## src/rtl/axi_read_arbiter_if.sv

```systemverilog
// Bundle between NUM_REQ read requesters, the arbiter, and the shared read target.
// Requester, target and status signals share one interface; the arbiter uses the slave modport.
interface axi_read_arbiter_if #(
    parameter int unsigned NUM_REQ = 2
);
    logic [NUM_REQ-1:0]   req_arvalid;
    logic [8*NUM_REQ-1:0] req_arlen;
    logic [NUM_REQ-1:0]   req_arready;
    logic [NUM_REQ-1:0]   req_rvalid;
    logic [NUM_REQ-1:0]   req_rlast;
    logic [NUM_REQ-1:0]   req_rready;

    logic                 tgt_arvalid;
    logic [7:0]           tgt_arlen;
    logic                 tgt_rready;
    logic                 tgt_arready;
    logic                 tgt_rvalid;
    logic                 tgt_rlast;

    logic [NUM_REQ-1:0]   grant;
    logic                 busy;
    logic                 protocol_err;

    modport slave (
        input  req_arvalid, req_arlen, req_rready,
        input  tgt_arready, tgt_rvalid, tgt_rlast,
        output req_arready, req_rvalid, req_rlast,
        output tgt_arvalid, tgt_arlen, tgt_rready,
        output grant, busy, protocol_err
    );

    modport master (
        output req_arvalid, req_arlen, req_rready,
        output tgt_arready, tgt_rvalid, tgt_rlast,
        input  req_arready, req_rvalid, req_rlast,
        input  tgt_arvalid, tgt_arlen, tgt_rready,
        input  grant, busy, protocol_err
    );
endinterface

```

## src/rtl/axi_read_arbiter.sv

```systemverilog
// Round-robin arbiter sharing one read target among NUM_REQ requesters, one burst per grant.
// Handshakes are routed combinationally; burst length is checked against arlen.
module axi_read_arbiter #(
    parameter int unsigned NUM_REQ = 2
) (
    input  logic clk,
    input  logic rst_n,
    axi_read_arbiter_if.slave bus
);
    localparam int unsigned IDX_W  = $clog2(NUM_REQ);
    localparam int unsigned LEN_W  = 8;
    localparam int unsigned BEAT_W = 9;

    typedef enum logic [1:0] {
        ST_IDLE = 2'd0,
        ST_ADDR = 2'd1,
        ST_DATA = 2'd2
    } state_e;

    state_e             state_q, state_d;
    logic [IDX_W-1:0]   gidx_q, gidx_d;
    logic [IDX_W-1:0]   last_q, last_d;
    logic [BEAT_W-1:0]  beat_q, beat_d;
    logic [LEN_W-1:0]   len_q, len_d;
    logic               err_q, err_d;

    logic               arv_sel;
    logic               rrdy_sel;
    logic [LEN_W-1:0]   arlen_sel;
    logic               win_valid;
    logic [IDX_W-1:0]   win_idx;

    // State register and burst bookkeeping
    always_ff @(posedge clk or negedge rst_n) begin
        if (!rst_n) begin
            state_q <= ST_IDLE;
            gidx_q  <= '0;
            last_q  <= IDX_W'(NUM_REQ - 1);
            beat_q  <= '0;
            len_q   <= '0;
            err_q   <= 1'b0;
        end else begin
            state_q <= state_d;
            gidx_q  <= gidx_d;
            last_q  <= last_d;
            beat_q  <= beat_d;
            len_q   <= len_d;
            err_q   <= err_d;
        end
    end

    // Requester signals of the current owner
    always_comb begin
        arv_sel   = 1'b0;
        rrdy_sel  = 1'b0;
        arlen_sel = '0;
        for (int i = 0; i < NUM_REQ; i++) begin
            if (gidx_q == IDX_W'(i)) begin
                arv_sel   = bus.req_arvalid[i];
                rrdy_sel  = bus.req_rready[i];
                arlen_sel = bus.req_arlen[8*i +: 8];
            end
        end
    end

    // Round-robin search starting just after the previous owner
    always_comb begin
        win_valid = 1'b0;
        win_idx   = '0;
        for (int unsigned k = 1; k <= NUM_REQ; k++) begin
            int unsigned c;
            c = 32'(last_q) + k;
            if (c >= NUM_REQ) c = c - NUM_REQ;
            if (!win_valid && bus.req_arvalid[IDX_W'(c)]) begin
                win_valid = 1'b1;
                win_idx   = IDX_W'(c);
            end
        end
    end

    // Next-state and bookkeeping updates
    always_comb begin
        state_d = state_q;
        gidx_d  = gidx_q;
        last_d  = last_q;
        beat_d  = beat_q;
        len_d   = len_q;
        err_d   = err_q;
        case (state_q)
            ST_IDLE: begin
                if (win_valid) begin
                    gidx_d  = win_idx;
                    state_d = ST_ADDR;
                end
            end
            ST_ADDR: begin
                if (arv_sel && bus.tgt_arready) begin
                    len_d   = arlen_sel;
                    beat_d  = '0;
                    state_d = ST_DATA;
                end else if (!arv_sel) begin
                    state_d = ST_IDLE;
                end
            end
            ST_DATA: begin
                if (bus.tgt_rvalid && rrdy_sel) begin
                    beat_d = beat_q + BEAT_W'(1);
                    if (bus.tgt_rlast) begin
                        if (beat_q != {1'b0, len_q}) err_d = 1'b1;
                        last_d  = gidx_q;
                        state_d = ST_IDLE;
                    end else if (beat_q == {1'b0, len_q}) begin
                        // Beat beyond the announced length; keep forwarding until rlast
                        err_d = 1'b1;
                    end
                end
            end
            default: state_d = ST_IDLE;
        endcase
    end

    // Handshake routing and status outputs
    always_comb begin
        bus.req_arready  = '0;
        bus.req_rvalid   = '0;
        bus.req_rlast    = '0;
        bus.tgt_arvalid  = 1'b0;
        bus.tgt_arlen    = '0;
        bus.tgt_rready   = 1'b0;
        bus.grant        = '0;
        bus.busy         = 1'b0;
        bus.protocol_err = err_q;
        case (state_q)
            ST_ADDR: begin
                bus.tgt_arvalid         = arv_sel;
                bus.tgt_arlen           = arlen_sel;
                bus.req_arready[gidx_q] = bus.tgt_arready;
                bus.grant               = NUM_REQ'(1) << gidx_q;
                bus.busy                = 1'b1;
            end
            ST_DATA: begin
                bus.req_rvalid[gidx_q] = bus.tgt_rvalid;
                bus.req_rlast[gidx_q]  = bus.tgt_rvalid & bus.tgt_rlast;
                bus.tgt_rready         = rrdy_sel;
                bus.grant              = NUM_REQ'(1) << gidx_q;
                bus.busy               = 1'b1;
            end
            default: ;
        endcase
    end
endmodule
```

## src/flat_wrapper.sv

```systemverilog
// flat-port wrapper written by rule: the top's interface ports become plain ports
module axi_read_arbiter_flat 
#(
    parameter int unsigned NUM_REQ = 2
)
  (clk, rst_n, bus_req_arvalid, bus_req_arlen, bus_req_rready, bus_tgt_arready, bus_tgt_rvalid, bus_tgt_rlast, bus_req_arready, bus_req_rvalid, bus_req_rlast, bus_tgt_arvalid, bus_tgt_arlen, bus_tgt_rready, bus_grant, bus_busy, bus_protocol_err);
  axi_read_arbiter_if #(.NUM_REQ(NUM_REQ)) bus_i ();
  input  logic clk;
  input  logic rst_n;
  input wire logic [$bits(bus_i.req_arvalid)-1:0] bus_req_arvalid;
  input wire logic [$bits(bus_i.req_arlen)-1:0] bus_req_arlen;
  input wire logic [$bits(bus_i.req_rready)-1:0] bus_req_rready;
  input wire logic [$bits(bus_i.tgt_arready)-1:0] bus_tgt_arready;
  input wire logic [$bits(bus_i.tgt_rvalid)-1:0] bus_tgt_rvalid;
  input wire logic [$bits(bus_i.tgt_rlast)-1:0] bus_tgt_rlast;
  output wire logic [$bits(bus_i.req_arready)-1:0] bus_req_arready;
  output wire logic [$bits(bus_i.req_rvalid)-1:0] bus_req_rvalid;
  output wire logic [$bits(bus_i.req_rlast)-1:0] bus_req_rlast;
  output wire logic [$bits(bus_i.tgt_arvalid)-1:0] bus_tgt_arvalid;
  output wire logic [$bits(bus_i.tgt_arlen)-1:0] bus_tgt_arlen;
  output wire logic [$bits(bus_i.tgt_rready)-1:0] bus_tgt_rready;
  output wire logic [$bits(bus_i.grant)-1:0] bus_grant;
  output wire logic [$bits(bus_i.busy)-1:0] bus_busy;
  output wire logic [$bits(bus_i.protocol_err)-1:0] bus_protocol_err;
  assign bus_i.req_arvalid = bus_req_arvalid;
  assign bus_i.req_arlen = bus_req_arlen;
  assign bus_i.req_rready = bus_req_rready;
  assign bus_i.tgt_arready = bus_tgt_arready;
  assign bus_i.tgt_rvalid = bus_tgt_rvalid;
  assign bus_i.tgt_rlast = bus_tgt_rlast;
  assign bus_req_arready = bus_i.req_arready;
  assign bus_req_rvalid = bus_i.req_rvalid;
  assign bus_req_rlast = bus_i.req_rlast;
  assign bus_tgt_arvalid = bus_i.tgt_arvalid;
  assign bus_tgt_arlen = bus_i.tgt_arlen;
  assign bus_tgt_rready = bus_i.tgt_rready;
  assign bus_grant = bus_i.grant;
  assign bus_busy = bus_i.busy;
  assign bus_protocol_err = bus_i.protocol_err;
  axi_read_arbiter #(.NUM_REQ(NUM_REQ)) u_core (.clk(clk), .rst_n(rst_n), .bus(bus_i));
endmodule
```

## config.mk

```make
export PLATFORM = sky130hd
export DESIGN_NAME = axi_read_arbiter_flat
export DESIGN_NICKNAME = d
export VERILOG_FILES = /design/src/rtl/axi_read_arbiter_if.sv /design/src/rtl/axi_read_arbiter.sv /design/src/flat_wrapper.sv
export SDC_FILE = /design/constraint.sdc
export NUM_CORES = 1
export LEC_CHECK = 0
export CAP_MARGIN = 20
export CORE_UTILIZATION = 41
export CTS_CLUSTER_DIAMETER = 80
export DETAILED_ROUTE_END_ITERATION = 10
export PLACE_DENSITY = 0.75
export SLEW_MARGIN = 20
export SYNTH_ARGS = -nofsm -noshare
export SYNTH_HDL_FRONTEND = slang
export SYNTH_SLANG_ARGS = --single-unit
export TNS_END_PERCENT = 100
```

## constraint.sdc

```tcl
create_clock -name clk -period 1.77 [get_ports clk]
set_input_delay 0.354 -clock clk [delete_from_list [all_inputs] [get_ports clk]]
set_output_delay 0.354 -clock clk [all_outputs]
set_load 0.03 [all_outputs]
```

---- Word level (Yosys, flattened, before mapping) ----
Cells that the tools add are included.
cells by class
  add/subtract/negate cells ............... 5
  magnitude comparators ................... 6
  equality and inequality tests ........... 10
  shift operators ......................... 1
  multiplexer cells ....................... 35
  bitwise gates (word level) .............. 4
  reductions and logical operators ........ 15
operators by type and width
  kind                                                                                  count
  1-bit 2-to-1 mux                                                                      19
  2-bit 2-to-1 mux                                                                      9
  9-bit 2-to-1 mux                                                                      2
  9-bit case mux with 2 select lines                                                    1
  8-bit 2-to-1 mux                                                                      2
  9-bit by 1-bit adder with 9-bit output (second input constant)                        1
  9-bit by 8-bit == test with 1-bit output                                              1
  9-bit by 8-bit != test with 1-bit output                                              1
  2-bit by 1-bit != test with 1-bit output (second input constant)                      4
  4-bit AND reduction                                                                   2
  2-bit AND                                                                             3
  1-bit by 2-bit < comparator with 1-bit output (second input constant)                 3
  2-bit case mux with 3 select lines                                                    1
  3-bit AND reduction                                                                   2
  1-bit logical AND                                                                     4
  2-bit AND reduction                                                                   2
  2-bit nonzero test                                                                    2
  1-bit by 2-bit adder with 3-bit output (second input constant)                        1
  3-bit by 2-bit greater-or-equal comparator with 1-bit output (second input constant)  1
  3-bit != test (second input constant)                                                 1
  1-bit by 1-bit adder with 2-bit output (second input constant)                        1
  2-bit by 1-bit == test with 1-bit output (second input constant)                      1
  2-bit == test (second input constant)                                                 1
  2-bit greater-or-equal comparator (second input constant)                             1
  other kinds (9)                                                                       10
storage, ports and cells
  register bits after elaboration ......... 22
  input port bits ......................... 25
  output and inout bits ................... 20
  logic and storage cells ................. 82

---- Longest topological paths before layout ----
  depth in word-level cells ............... 11
  mapped depth ............................ 8
  mapped depth without buffers ............ 6

---- Worst setup path after synthesis ----
No wires, ideal clock.
  path type ............................... reg-to-output
  from .................................... register u_core.state_q[0]
  to ...................................... output bus_req_rlast[0]
  data arrival time ....................... 1646 ps
  required time ........................... 1416 ps
  slack ................................... -230 ps
  cell stages (with the launch flop) ...... 6
  path buffers ............................ 0
  cells stage by stage .................... dfrtp_1 -> inv_1 -> ha_1 -> nand2_1 -> nor2_1 -> and2_1
between the ends
  longest elaborated chain between the ends .. 2
ends and longest elaborated chain
  what                      line                     text
  start: declaration        axi_read_arbiter.sv:20   state_e state_q, state_d;
  start signal: assignment  axi_read_arbiter.sv:43   state_q <= state_d;
  2-bit == test             axi_read_arbiter.sv:133  case (state_q)
  2-bit 2-to-1 mux          axi_read_arbiter.sv:133
  end: declaration          flat_wrapper.sv:18       output wire logic [$bits(bus_i.req_rlast)-1:0] bus_req_rlast;
No other way between the ends.

---- Worst setup path after layout ----
  from .................................... register u_core.state_q[0]
  to ...................................... output bus_req_rlast[1]
The elaborated chain is that of the path after synthesis.

==> reports/summary.txt <==
Die X: 60.4 µm
Net Count, Synth: 173
met3 usage in global routing: 4.69%
Syn Inst Count: 144
dominant synthesized flop cell: dfrtp_1
Clock Latency Late Sink: 0.32 ns
Net Sw Frac: 45.4%
post-route cell area: 0.00270 mm²
Rows: 20
vias per cell: 5.96
Fin Setup TNS: -1.79 ns
HP Class: in2async
Flop pwr share: 17.6%
fin util: 85.6%
clock tree buffer depth: 2
initial core utilization: 44.3%
Post-synth EDFFs: 0
Rel. slew slack: 71.4%
DRC Markers: 0
fin crit share: 107%
asr flop ratio synth: 100%
Int Pwr: 0.00246 W
Slew Limit Fails: 0
startpoint types: flip-flop
largest net degree at the start of global routing: 23
vias in the first global route: 1646
vias: 1645
Iter 0 DRT Violations: 153
Tmin final: 1.90 ns
CP arrival: 1.55 ns
worst setup path class: reg2out
Detailed Place HPWL: 2800 µm
Final Hold Fails: 0
crit path max fanout: 4
status: complete, but fails checks
Routed Antenna Nets: 0
Peak VDD IR: 0.000948 V
DIE AREA: 0.00365 mm²
FF+latch count, synth: 22
Port Buffers: 44
Antenna Cells: 0
Yosys Warn Count: 0
Mapped Area: 0.00140 mm²
library cells used by synthesis: 35
fmax: 0.526 GHz
met1 Usage GRT: 34.2%
die height: 60.4 µm
TritonCTS clock tree: yes
P per Cell Area: 1670 mW/mm²
area of the multi-input gates: 0.00116 mm²
Ports: 45
Register Area: 553 µm²
drt pass-1 iters: 4
hold-fix buffer count after cts: 0
GRT Total Usage: 29.3%
Nets: 262
CTS Buf Count: 3
Max Cap Viol: 0
Synth Area per Inst: 9.71 µm²
Fin Clk Skew: 0.0146 ns
Critical Path RT: 1.42 ns
global routing met2 resource utilization: 52.7%
Final setup violation count: 28
RSZ-0062 raised after global routing: yes
grt total ovfl: 0
CTS H-tree depth: 1
clock sink count: 22
clk root buf: clkbuf_4
leakage: 1.11 nW
worst slew pin tran: 0.423 ns
failing checks: negative setup slack
sw power: 0.00204 W
Comb power frac: 77.0%
WL/cell: 20.8 µm
dpl cells: 251
setup slack after placement: -0.273 ns
Cell Area, Placed: 0.00202 mm²
fill count: 143
WL final: 5730 µm
initial antenna violation count: 0
synth-to-layout area growth: 93.1%
post-route setup slack: -0.130 ns
final std cells w/o fill: 276
GRT Max-Usage Layer: met2
core area: 0.00315 mm²
first-pass GRT wire length: 7880 µm
proportion of layout cells with a drive suffix above 1: 54.7%
Clock Power Share: 5.4%
placer congestion estimate: 0.814
CP endpoint kind: output pin
Worst-path clk slew: 0.13 ns
Seq/Total Area, Yosys: 39.5%
power groups by stage:
stage	clock network, W	logic (W)	registers (W)
6_report	0.000243	0.00347	0.000791
5_1_grt	0.000271	0.00362	0.000804
4_1_cts	0.000243	0.00287	0.000772
3_5_place_dp	0	0.00210	0.000775
3_3_place_gp	0	0.00205	0.000769
2_1_floorplan	0	0.00132	0.000756
cell usage after synthesis, types with 2 or more instances:
cell,instances,area share [%]
o31ai_1,6,3.2
mux2i_1,11,7.9
xnor2_1,7,4.4
clkbuf_1,3,0.81
mux2_2,3,2.4
o21ai_0,3,1.1
nor3_1,2,0.72
dfrtp_1,21,38
and2_1,4,1.8
a21oi_1,6,2.1
and3_1,3,1.3
o41ai_1,2,1.3
inv_1,6,1.6
or4_1,6,3.2
a32o_1,9,6.4
nor2_1,14,3.8
nor2b_1,2,0.90
buf_2,3,1.1
ha_1,4,3.6
nand4_1,2,0.90
nand2_1,9,2.4
nor4_1,2,0.90
nand3_1,4,1.4
sequential cells by signal, indices dropped and copies added (netlist names):
signal / count
u_core.beat_q: 9
u_core.bus.protocol_err: 1
u_core.gidx_q: 1
u_core.last_q: 1
u_core.len_q: 8
u_core.state_q: 2
layer usage:
metal | wire length, µm | vias up
li1 | - | 718
met1 | 2080 | 826
met5 | 0 | -
met2 | 3070 | 79
met4 | 282 | 0
met3 | 297 | 22
worst max-delay path, cell delays in order (launching register included):
cell	delay (ns)
dfrtp_1	0.42
inv_2	0.10
buf_6	0.11
ha_4	0.16
and3_4	0.20
and2_4	0.14
buf_6	0.12
cells by family after synthesis:
kind of cell,after synthesis,synth area share [%]
flip-flops,22,39.5
XOR/XNOR,8,5.01
multiplexers,15,11.3
AO/OA/AOI/OAI,33,18.4
buffers and inverters,13,4.30
adder cells (fa/ha/maj),4,3.58
AND/OR/NAND/NOR,49,17.9
final timing paths:
kind / start / end / slack [ns] / cells after the start
min reg2reg: u_core.len_q[0] / u_core.len_q[0] / 0.52 / 1
max in group asynchronous: rst_n / u_core.last_q / 1.11 / 2
max reg2reg: u_core.state_q[0] / u_core.beat_q[0] / -0.11 / 8
max: u_core.state_q[0] / bus_req_rlast[1] / -0.13 / 6
min in group clk: u_core.len_q[0] / u_core.len_q[0] / 0.52 / 1
min: rst_n / u_core.beat_q[5] / 0.37 / 2
metrics by stage:
step | hold WS (ns) | total power, W
3_3_place_gp | 0.500 | 0.00282
6_report | 0.366 | 0.00450
4_1_cts | 0.383 | 0.00388
3_5_place_dp | 0.501 | 0.00287
5_1_grt | 0.408 | 0.00469
2_1_floorplan | 0.0584 | 0.00208
layout by cell type (no fill, tap or decap), drive strengths merged, types with 2 or more instances in the layout:
cell type,Yosys,layout
a21oi,6,6
a32o,9,9
and2,4,4
and3,3,3
buf,4,65
clkbuf,3,5
clkdlybuf4s50,0,24
dfrtp,21,21
ha,4,4
inv,6,6
mux2,3,3
mux2i,12,12
nand2,9,9
nand3,4,4
nand4,2,2
nor2,14,14
nor2b,2,2
nor3,2,2
nor4,2,2
o21ai,3,3
o31ai,6,6
o41ai,2,2
or4,6,6
xnor2,7,7
timing repair:
| item | 4_1_cts | 5_1_grt |
|---|---|---|
| gates cloned | 2 | 1 |
| setup buffers | 13 | 5 |
| pin swaps | 26 | 15 |
| gates resized for setup | 78 | 37 |
| setup endpoints to repair | 23 | 31 |
| hold endpoints to repair | 0 | 0 |
layout make-up:
type,instances,area share [%]
clock buffers,4,0.974
inverters,6,1.02
multi-input cells,109,42.9
flip-flops and latches,22,20.5
well taps,44,2.04
repair buffers,91,32.6
(Power assumes the default switching activity.)
